## src/rtl/nms_stream.sv

```systemverilog
// nms_stream: streaming 3x3 non-maximum suppression with two line buffers and valid/ready on both sides.
// Optional feature macro NMS_LOW_THRESH_EN adds a low_thresh input that zeroes kept pixels below it.

module nms_stream #(
  parameter int IMG_W = 64,
  parameter int IMG_H = 48,
  parameter int MAG_W = 16
) (
  input  logic             clk,
  input  logic             rst,
  input  logic             in_valid,
  output logic             in_ready,
  input  logic [MAG_W-1:0] in_mag,
  input  logic [1:0]       in_dir,
`ifdef NMS_LOW_THRESH_EN
  input  logic [MAG_W-1:0] low_thresh,
`endif
  output logic             out_valid,
  input  logic             out_ready,
  output logic [MAG_W-1:0] out_mag,
  output logic             frame_done
);

  localparam int CW = (IMG_W > 1) ? $clog2(IMG_W) : 1;
  localparam int RW = (IMG_H > 1) ? $clog2(IMG_H) : 1;
  localparam int PW = MAG_W + 2;
  localparam logic [CW-1:0] COL_LAST = CW'(IMG_W - 1);
  localparam logic [RW-1:0] ROW_LAST = RW'(IMG_H - 1);
  localparam logic [RW-1:0] ROW_ONE  = RW'(1);
  localparam logic [CW-1:0] COL_ONE  = CW'(1);

  typedef enum logic [1:0] {S_FILL, S_RUN, S_FLUSH} state_t;

  state_t state_q, state_d;

  logic [CW-1:0] in_col_q, in_col_d, out_col_q, out_col_d;
  logic [RW-1:0] in_row_q, in_row_d, out_row_q, out_row_d;
  logic          out_valid_q, out_valid_d;
  logic [MAG_W-1:0] out_mag_q, out_mag_d;
  logic          frame_done_q, frame_done_d;

  logic [PW-1:0] win_q [3][3];
  logic [PW-1:0] win_d [3][3];
  logic [PW-1:0] nwin  [3][3];

  // Pixels are stored as {mag, dir}; lb0 holds the previous line, lb1 the one before it.
  logic [PW-1:0] lb0_mem [IMG_W];
  logic [PW-1:0] lb1_mem [IMG_W];

  logic in_acc, out_free, out_hs, flush_loaded, fill_last, frame_last;
  logic load, done_evt;
  logic [PW-1:0] pix_in, rd0, rd1, centre;
  logic [MAG_W-1:0] c_mag, a_mag, b_mag, nms_val;
  logic [1:0] sector;
  logic keep, boundary;

  assign in_acc       = in_valid && in_ready;
  assign out_free     = !out_valid_q || out_ready;
  assign out_hs       = out_valid_q && out_ready;
  assign flush_loaded = (out_row_q == '0) && (out_col_q == '0);
  assign fill_last    = (in_row_q == ROW_ONE) && (in_col_q == '0);
  assign frame_last   = (in_row_q == ROW_LAST) && (in_col_q == COL_LAST);

  // FSM: state register
  always_ff @(posedge clk or posedge rst) begin
    if (rst) state_q <= S_FILL;
    else     state_q <= state_d;
  end

  // FSM: next state
  always_comb begin
    state_d = state_q;
    case (state_q)
      S_FILL:  if (in_acc && fill_last) state_d = S_RUN;
      S_RUN:   if (in_acc && frame_last) state_d = S_FLUSH;
      S_FLUSH: if (flush_loaded && out_hs) state_d = S_FILL;
      default: state_d = S_FILL;
    endcase
  end

  // FSM: outputs
  always_comb begin
    in_ready = 1'b0;
    load     = 1'b0;
    done_evt = 1'b0;
    case (state_q)
      S_FILL: in_ready = 1'b1;
      S_RUN: begin
        in_ready = out_free;
        load     = in_valid && out_free;
      end
      S_FLUSH: begin
        load     = out_free && !flush_loaded;
        done_evt = flush_loaded && out_hs;
      end
      default: in_ready = 1'b0;
    endcase
  end

  // Window as it will look after this acceptance; the output is computed from it directly.
  always_comb begin
    pix_in = {in_mag, in_dir};
    rd0    = lb0_mem[in_col_q];
    rd1    = lb1_mem[in_col_q];
    for (int r = 0; r < 3; r++) begin
      nwin[r][0] = win_q[r][1];
      nwin[r][1] = win_q[r][2];
    end
    nwin[0][2] = rd1;
    nwin[1][2] = rd0;
    nwin[2][2] = pix_in;

    centre = nwin[1][1];
    c_mag  = centre[PW-1:2];
    sector = centre[1:0];
    case (sector)
      2'd0: begin a_mag = nwin[1][0][PW-1:2]; b_mag = nwin[1][2][PW-1:2]; end
      2'd1: begin a_mag = nwin[2][0][PW-1:2]; b_mag = nwin[0][2][PW-1:2]; end
      2'd2: begin a_mag = nwin[0][1][PW-1:2]; b_mag = nwin[2][1][PW-1:2]; end
      default: begin a_mag = nwin[0][0][PW-1:2]; b_mag = nwin[2][2][PW-1:2]; end
    endcase

    keep = (c_mag >= a_mag) && (c_mag >= b_mag);
`ifdef NMS_LOW_THRESH_EN
    keep = keep && (c_mag >= low_thresh);
`endif
    boundary = (out_row_q == '0) || (out_row_q == ROW_LAST) ||
               (out_col_q == '0) || (out_col_q == COL_LAST);
    nms_val  = (keep && !boundary) ? c_mag : '0;
  end

  always_comb begin
    in_col_d     = in_col_q;
    in_row_d     = in_row_q;
    out_col_d    = out_col_q;
    out_row_d    = out_row_q;
    out_valid_d  = out_valid_q;
    out_mag_d    = out_mag_q;
    frame_done_d = done_evt;
    win_d        = win_q;

    if (in_acc) begin
      win_d = nwin;
      if (in_col_q == COL_LAST) begin
        in_col_d = '0;
        in_row_d = (in_row_q == ROW_LAST) ? '0 : in_row_q + ROW_ONE;
      end else begin
        in_col_d = in_col_q + COL_ONE;
      end
    end

    if (load) begin
      out_valid_d = 1'b1;
      out_mag_d   = (state_q == S_RUN) ? nms_val : '0;
      if (out_col_q == COL_LAST) begin
        out_col_d = '0;
        out_row_d = (out_row_q == ROW_LAST) ? '0 : out_row_q + ROW_ONE;
      end else begin
        out_col_d = out_col_q + COL_ONE;
      end
    end else if (out_hs) begin
      out_valid_d = 1'b0;
    end

    if (done_evt) begin
      in_col_d  = '0;
      in_row_d  = '0;
      out_col_d = '0;
      out_row_d = '0;
    end
  end

  always_ff @(posedge clk or posedge rst) begin
    if (rst) begin
      in_col_q     <= '0;
      in_row_q     <= '0;
      out_col_q    <= '0;
      out_row_q    <= '0;
      out_valid_q  <= 1'b0;
      out_mag_q    <= '0;
      frame_done_q <= 1'b0;
      for (int r = 0; r < 3; r++)
        for (int c = 0; c < 3; c++)
          win_q[r][c] <= '0;
    end else begin
      in_col_q     <= in_col_d;
      in_row_q     <= in_row_d;
      out_col_q    <= out_col_d;
      out_row_q    <= out_row_d;
      out_valid_q  <= out_valid_d;
      out_mag_q    <= out_mag_d;
      frame_done_q <= frame_done_d;
      win_q        <= win_d;
    end
  end

  // Line buffers are never cleared: only boundary pixels can see stale contents.
  always_ff @(posedge clk) begin
    if (in_acc) begin
      lb1_mem[in_col_q] <= rd0;
      lb0_mem[in_col_q] <= pix_in;
    end
  end

  assign out_valid  = out_valid_q;
  assign out_mag    = out_mag_q;
  assign frame_done = frame_done_q;

endmodule

```

## config.mk

```make
export PLATFORM = sky130hd
export DESIGN_NAME = nms_stream
export DESIGN_NICKNAME = d
export VERILOG_FILES = /design/src/rtl/nms_stream.sv
export SDC_FILE = /design/constraint.sdc
export NUM_CORES = 2
export LEC_CHECK = 0
export CORE_MARGIN = 8
export CORE_UTILIZATION = 23
export DETAILED_ROUTE_END_ITERATION = 8
export GPL_TIMING_DRIVEN = 0
export SYNTH_ARGS = -nofsm -noshare
export SYNTH_HDL_FRONTEND = slang
export SYNTH_SLANG_ARGS = --single-unit
export TNS_END_PERCENT = 100
```

## constraint.sdc

```tcl
create_clock -name clk -period 7.05 [get_ports clk]
set_input_delay 1.41 -clock clk [delete_from_list [all_inputs] [get_ports clk]]
set_output_delay 1.41 -clock clk [all_outputs]
set_load 0.02 [all_outputs]
```

======== Word-level counts from Yosys, hierarchy flattened ========
Memories as Yosys holds them, arrays and structs flattened.
Index checks and enable logic that the tools add are counted.
storage, ports and cells
  memories ................................ 2
  input bits .............................. 22
  output and inout bits ................... 19
  memory bits (writable) .................. 2304
  logic and storage cells ................. 95
  register bits ........................... 152
memory list
  name     words  bits a word  rd ports  clocked after Yosys merged registers in  wr ports  line  text
  lb0_mem  64     18           1         0                                        1         47    logic [PW-1:0] lb0_mem [IMG_W];
  lb1_mem  64     18           1         0                                        1         48    logic [PW-1:0] lb1_mem [IMG_W];
operators by class
  $add $sub $neg .......................... 4
  order comparisons ....................... 2
  reductions and logical operators ........ 32
  muxes and demuxes ....................... 29
  equality and inequality tests ........... 12
operator list
  kind                                                                    number
  16-bit case mux with 3 select lines                                     2
  6-bit two-way mux                                                       14
  16-bit greater-or-equal comparator                                      2
  16-bit two-way mux                                                      2
  6-bit by 1-bit adder with 6-bit output (second input constant)          4
  6-bit equality test (second input constant)                             4
  6-bit logical NOT                                                       3
  1-bit logical AND                                                       12
  2-bit nonzero test                                                      5
  6-bit by 1-bit equality test with 1-bit output (second input constant)  1
  2-bit two-way mux                                                       3
  2-bit != test (second input constant)                                   3
  2-bit case mux with 3 select lines                                      1
  1-bit two-way mux                                                       5
  2-bit by 1-bit equality test with 1-bit output (second input constant)  2
  2-bit equality test (second input constant)                             2
  2-bit logical NOT                                                       2
  1-bit logical OR                                                        4
  1-bit case mux with 2 select lines                                      2
  2-bit AND reduction                                                     2
  1-bit logical NOT                                                       3
  3-bit AND reduction                                                     1

======== Logic depth before layout (Yosys ltp) ========
  depth in word-level cells ............... 8
  depth in mapped cells ................... 20
  depth with buffers taken out ............ 13

======== Worst setup path before layout ========
Ideal clock, no wire load.
  path type ............................... reg-to-reg
  start point ............................. register in_col_q[1]
  end point ............................... register out_mag_q[0] (netlist: out_mag[0])
  period minus slack after synthesis ...... 5.421 ns
  arrival time ............................ 5.286 ns
  required time ........................... 6.915 ns
  buffers on the path ..................... 5
  stages on the path, launching flop included .. 19
  path slack .............................. 1.629 ns
  library setup time ...................... 0.135 ns
  cells stage by stage .................... dfrtp_1 > buf_6 > buf_6 > buf_4 > buf_2 > and4_1 > a2111oi_2 > a31oi_1 > nor4_1 > nand4_1 > mux4_2 > ha_1 > nand2b_1 > a21o_1 > a21oi_1 > o211ai_1 > a31oi_1 > clkbuf_1 > o31ai_1
RTL lines
  element                 line  text
  from (decl)             36    logic [CW-1:0] in_col_q, in_col_d, out_col_q, out_col_d;
  from (signal assigned)  186   in_col_q <= in_col_d;
  to (signal assigned)    191   out_mag_q <= out_mag_d;
  to (decl)               39    logic [MAG_W-1:0] out_mag_q, out_mag_d;

======== Worst setup path after layout ========
  start point ............................. register in_col_q[1]
  end point ............................... register out_mag_q[2] (netlist: out_mag[2])
between the ends
  word-level cells in the longest chain between the ends .. 7
  elaborated cells on any way between the ends .. 8
  classes of those cells .................. order compare (1); mux (3); reduce/logical (2); memory (2)
ends and longest elaborated chain
  element                                line  text
  memory 64 x 18 bit (on tied branches)  --
  16-bit case mux with 3 select lines *  116   case (sector)
  16-bit greater-or-equal comparator *   123   keep = (c_mag >= a_mag) && (c_mag >= b_mag);
  1-bit logical AND *                    123
  1-bit logical AND *                    129   nms_val = (keep && !boundary) ? c_mag : '0;
  16-bit two-way mux *                   129
  16-bit two-way mux *                   154   out_mag_d = (state_q == S_RUN) ? nms_val : '0;
Mark *: on every way between the ends. The rest lies on a longest branch, timed or not.
A chain may end at the register's enable or synchronous reset.

==> impl_metrics.tcl <==
set metrics [dict create \
    grt_first_pass_wirelength_um 505000 \
    postSynth.topFlopCell "sky130_fd_sc_hd__edfxtp_1" \
    synthCells 5138 \
    most-common-layout-cells "sky130_fd_sc_hd__edfxtp_1, sky130_fd_sc_hd__a22oi_1, sky130_fd_sc_hd__nand2_1" \
    synth_xor_xnor_area_share_pct 0.0789 \
    design.core.area_mm2 0.385 \
    clkLatencyLatePin_ns 0.92 \
    fin_worst_hold_slack_ns 0.470 \
    fp.dieH_um 637 \
    num-fill-cells 37917 \
    hp-class "reg -> reg" \
    power.density_mw_per_mm2 253 \
    vdd_ir_drop_max_mv 0.295 \
    failed_checks "capacitance limit, slew limit, setup timing" \
    finalHoldViolations 0 \
    clock_path_buffers 3 \
    maximum_number_of_pins_on_one_net_before_global_route_repair 80 \
    synth.mux.area_fraction_pct 0.865 \
    area_of_the_mapped_netlist_mm2 0.0888 \
    via_count_of_the_first_global_routing_pass 56859 \
    global_route.usage.total_pct 17.9 \
    yosys.area_share.adder_pct 0.606 \
    postRouteWirelength_um 385000 \
    cp_data_required_time_ns 7.77 \
    crit_path_top_delay_cell "sky130_fd_sc_hd__clkbuf_1" \
    grt_remaining_overflow 0 \
    count_of_flip_flops_with_a_built_in_enable_after_synthesis 2176 \
    worstPathMaxFanout 10 \
    drc_errors 0 \
    timing.slew.headroom_pct -8.19 \
    fp-row-count 228 \
    async_reset_ff_share_pct 6.13 \
    ctsHoldBuffers 0 \
    synth_top_family_by_area "compound AO/OA/AOI/OAI gates" \
    setup_violations 10 \
    number_of_antenna_violations_at_the_first_check_in_global_routing 34 \
    dp_hpwl_um 258000 \
    worst_slew_pin_slew_ns 1.61 \
    seq_area_frac_synth_pct 77.6 \
    max_cap_viol_count 3 \
    synth_area_per_cell_um2 17.3 \
    layoutNonFillerInstCount 10902 \
    gp_congestion 0.879 \
    final_min_period_over_clock_period_pct 102 \
    timing.clock.skew_ns 0.0701 \
    routed_wire_length_per_instance_um 35.3 \
    worstPathBufferInverterCount 7 \
    finalWorstPathRequiredPeriod_ns 7.16 \
    path_delay_family "buffers and inverters" \
    cts_buffers 226 \
    leakage_nw 33.6 \
    max_stage_delay_ns 0.90 \
    worst-setup-path-type "reg -> reg" \
    die_area_mm2 0.406 \
    avgViaCountPerCell 5.63 \
    synthToLayoutAreaGrowth_pct 21.6 \
    synth_nets 5203 \
    timing.critical_path.from_type "flop" \
    final_common_cell "sky130_fd_sc_hd__edfxtp_1" \
    worst_setup_path_end_kind "flop" \
    cp_cell_sequence "buf_6 -> and3b_1 -> buf_2 -> buf_2 -> buf_2 -> buf_2 -> clkbuf_1 -> a22oi_1 -> a41oi_1 -> a21oi_1 -> nand4_1 -> o211ai_1 -> ha_1 -> a21o_1 -> a21oi_1 -> o211ai_1 -> a31oi_2 -> clkbuf_1 -> o31ai_1" \
    cp_common_cell "sky130_fd_sc_hd__buf_2" \
    cts_tree "done" \
    synth_seq_cells 2318 \
    ant_nets 0 \
    drt_pre_antenna_iters 6 \
    yosysWarningCount 0 \
    run_status "finished, violations left" \
    floorplan.initialDensity_pct 23.1 \
    clk_pin_slew_worst_paths_ns 0.06 \
    detail_route.iter0.violations 12245 \
    rsz0062_at_grt "false" \
    design.portCount 41 \
    fmaxAchievable_mhz 140 \
    finalMaxSlewViolations 11 \
    cts-htree-levels 4 \
    cts.sink_count 2318 \
    synth_simple_gate_area_share_pct 6.99 \
    power.total_mw 27.4 \
    final_layout_size_suffix_gt1_share_pct 17.3 \
    ctsRootBufferMaster "sky130_fd_sc_hd__clkbuf_16" \
    post-place-cells 10460 \
    number_of_buffers_inserted_by_port_buffering 40 \
    final_nets 5692 \
    critPathArrivalTime_ns 7.88 \
    synth_cell_types 76 \
    postLayoutSetupSlackWorst_ns -0.110 \
    die_w_um 637 \
    routed-via-count 61427 \
    synth-compound-area-share_pct 11.5 \
    setup-tns-final_ns -0.850 \
]
-- synthesized netlist by cell type, types with 43 or more instances --
cell	n	area share, %
sky130_fd_sc_hd__clkbuf_1	153	0.65
sky130_fd_sc_hd__o21ai_0	43	0.24
sky130_fd_sc_hd__a31oi_1	110	0.77
sky130_fd_sc_hd__edfxtp_1	2176	74
sky130_fd_sc_hd__a22o_1	58	0.57
sky130_fd_sc_hd__nor2_1	95	0.40
sky130_fd_sc_hd__inv_1	53	0.22
sky130_fd_sc_hd__ha_1	43	0.61
sky130_fd_sc_hd__a2111oi_0	94	0.93
sky130_fd_sc_hd__a22oi_1	746	6.3
sky130_fd_sc_hd__a41oi_1	92	0.91
sky130_fd_sc_hd__nor4b_1	79	0.78
sky130_fd_sc_hd__buf_2	162	0.91
sky130_fd_sc_hd__a221oi_1	44	0.43
sky130_fd_sc_hd__nand4_1	47	0.33
sky130_fd_sc_hd__nand2_1	254	1.1
sky130_fd_sc_hd__buf_1	43	0.18
sky130_fd_sc_hd__nor4bb_1	83	0.94
sky130_fd_sc_hd__and4_1	73	0.72
sky130_fd_sc_hd__and4b_1	125	1.4
sky130_fd_sc_hd__dfrtp_1	142	4.0
-- routing by layer --
metal	part of all wire, %	global-route usage (%)
met1	33	21.4
met2	42	26.5
met3	15	6.36
met4	9.5	13.6
met5	0.12	0.0591
-- worst register-to-register path: stages (launching register included) --
cell                       delay, ns
sky130_fd_sc_hd__dfrtp_1        0.73
sky130_fd_sc_hd__buf_6          0.25
sky130_fd_sc_hd__and3b_1        0.16
sky130_fd_sc_hd__buf_2          0.25
sky130_fd_sc_hd__buf_2          0.43
sky130_fd_sc_hd__buf_2          0.57
sky130_fd_sc_hd__buf_2          0.65
sky130_fd_sc_hd__clkbuf_1       0.91
sky130_fd_sc_hd__a22oi_1        0.26
sky130_fd_sc_hd__a41oi_1        0.43
sky130_fd_sc_hd__a21oi_1        0.13
sky130_fd_sc_hd__nand4_1        0.20
sky130_fd_sc_hd__o211ai_1       0.12
sky130_fd_sc_hd__ha_1           0.33
sky130_fd_sc_hd__a21o_1         0.17
sky130_fd_sc_hd__a21oi_1        0.15
sky130_fd_sc_hd__o211ai_1       0.19
sky130_fd_sc_hd__a31oi_2        0.50
sky130_fd_sc_hd__clkbuf_1       0.41
sky130_fd_sc_hd__o31ai_1        0.15
-- repair_timing --
action	in CTS	in global routing
setup buffers	6	1
setup endpoints to repair	16	10
endpoints found under the hold margin	0	0
gates resized for setup	41	47
pin swaps	4	1
gates cloned	0	0
-- cell type report --
type	instances	area [um2]	area share [%]
inverters	53	204	0.189
diodes	26	65.1	0.0603
plain buffers	393	2030	1.88
repair buffers	269	4500	4.17
multi-input cells	2366	18600	17.2
flip-flops and latches	2318	68900	63.8
clock buffers	281	5910	5.48
well taps	5060	6330	5.86
clock inverters	136	1460	1.35
-- through the flow --
step                worst slack, ns  util (%)  area [um2]
floorplan                      1.63         -       88800
global placement              -3.41      24.8       95600
detailed placement            -1.45      26.0      100000
CTS                          0.0103      28.0      108000
global route                0.00539      28.0      108000
finish                       -0.110      28.0      108000
-- registers in the layout, indices dropped and copies added, names as in the netlist --
register,cells
centre,18
out_mag,16
in_col_q,6
in_row_q,6
lb0_mem,1152
out_valid,1
lb1_mem,1024
state_q,2
frame_done,1
nwin,80
out_row_q,6
out_col_q,6
-- logic make-up (layout without fill, tap and decap cells) --
kind of cell / count (synthesis) / count (layout)
multiplexers: 46 / 46
adder cells (fa/ha/maj): 43 / 43
buffers and inverters: 454 / 1132
AO/OA/AOI/OAI: 1339 / 1339
XOR/XNOR: 8 / 8
flip-flops: 2318 / 2318
other: 0 / 26
AND/OR/NAND/NOR: 930 / 930
-- report_power, final --
| group | switching (mW) | internal [mW] |
|---|---|---|
| Sequential | 0 | 14.9 |
| Combinational | 0.149 | 0.0276 |
| Clock | 5.43 | 6.82 |
| Total | 5.58 | 21.8 |
-- worst paths after layout --
| check | startpoint | end | slack (ns) | depth (start not counted) |
|---|---|---|---|---|
| max in group asynchronous | rst | nwin[94]$_DFFE_PP0P_ | 5.03 | 3 |
| worst max-delay path | in_col_q[1]$_DFFE_PP0P_ | out_mag[2]$_DFFE_PP0P_ | -0.11 | 19 |
| worst min register to register | nwin[152]$_DFFE_PP0P_ | nwin[152]$_DFFE_PP0P_ | 0.47 | 2 |
| min in group asynchronous | rst | in_col_q[3]$_DFFE_PP0P_ | 1.18 | 2 |
| worst max register to register | in_col_q[1]$_DFFE_PP0P_ | out_mag[2]$_DFFE_PP0P_ | -0.11 | 19 |
| worst min-delay path | nwin[152]$_DFFE_PP0P_ | nwin[152]$_DFFE_PP0P_ | 0.47 | 2 |
Note: power is estimated with default switching activity, not from simulation.
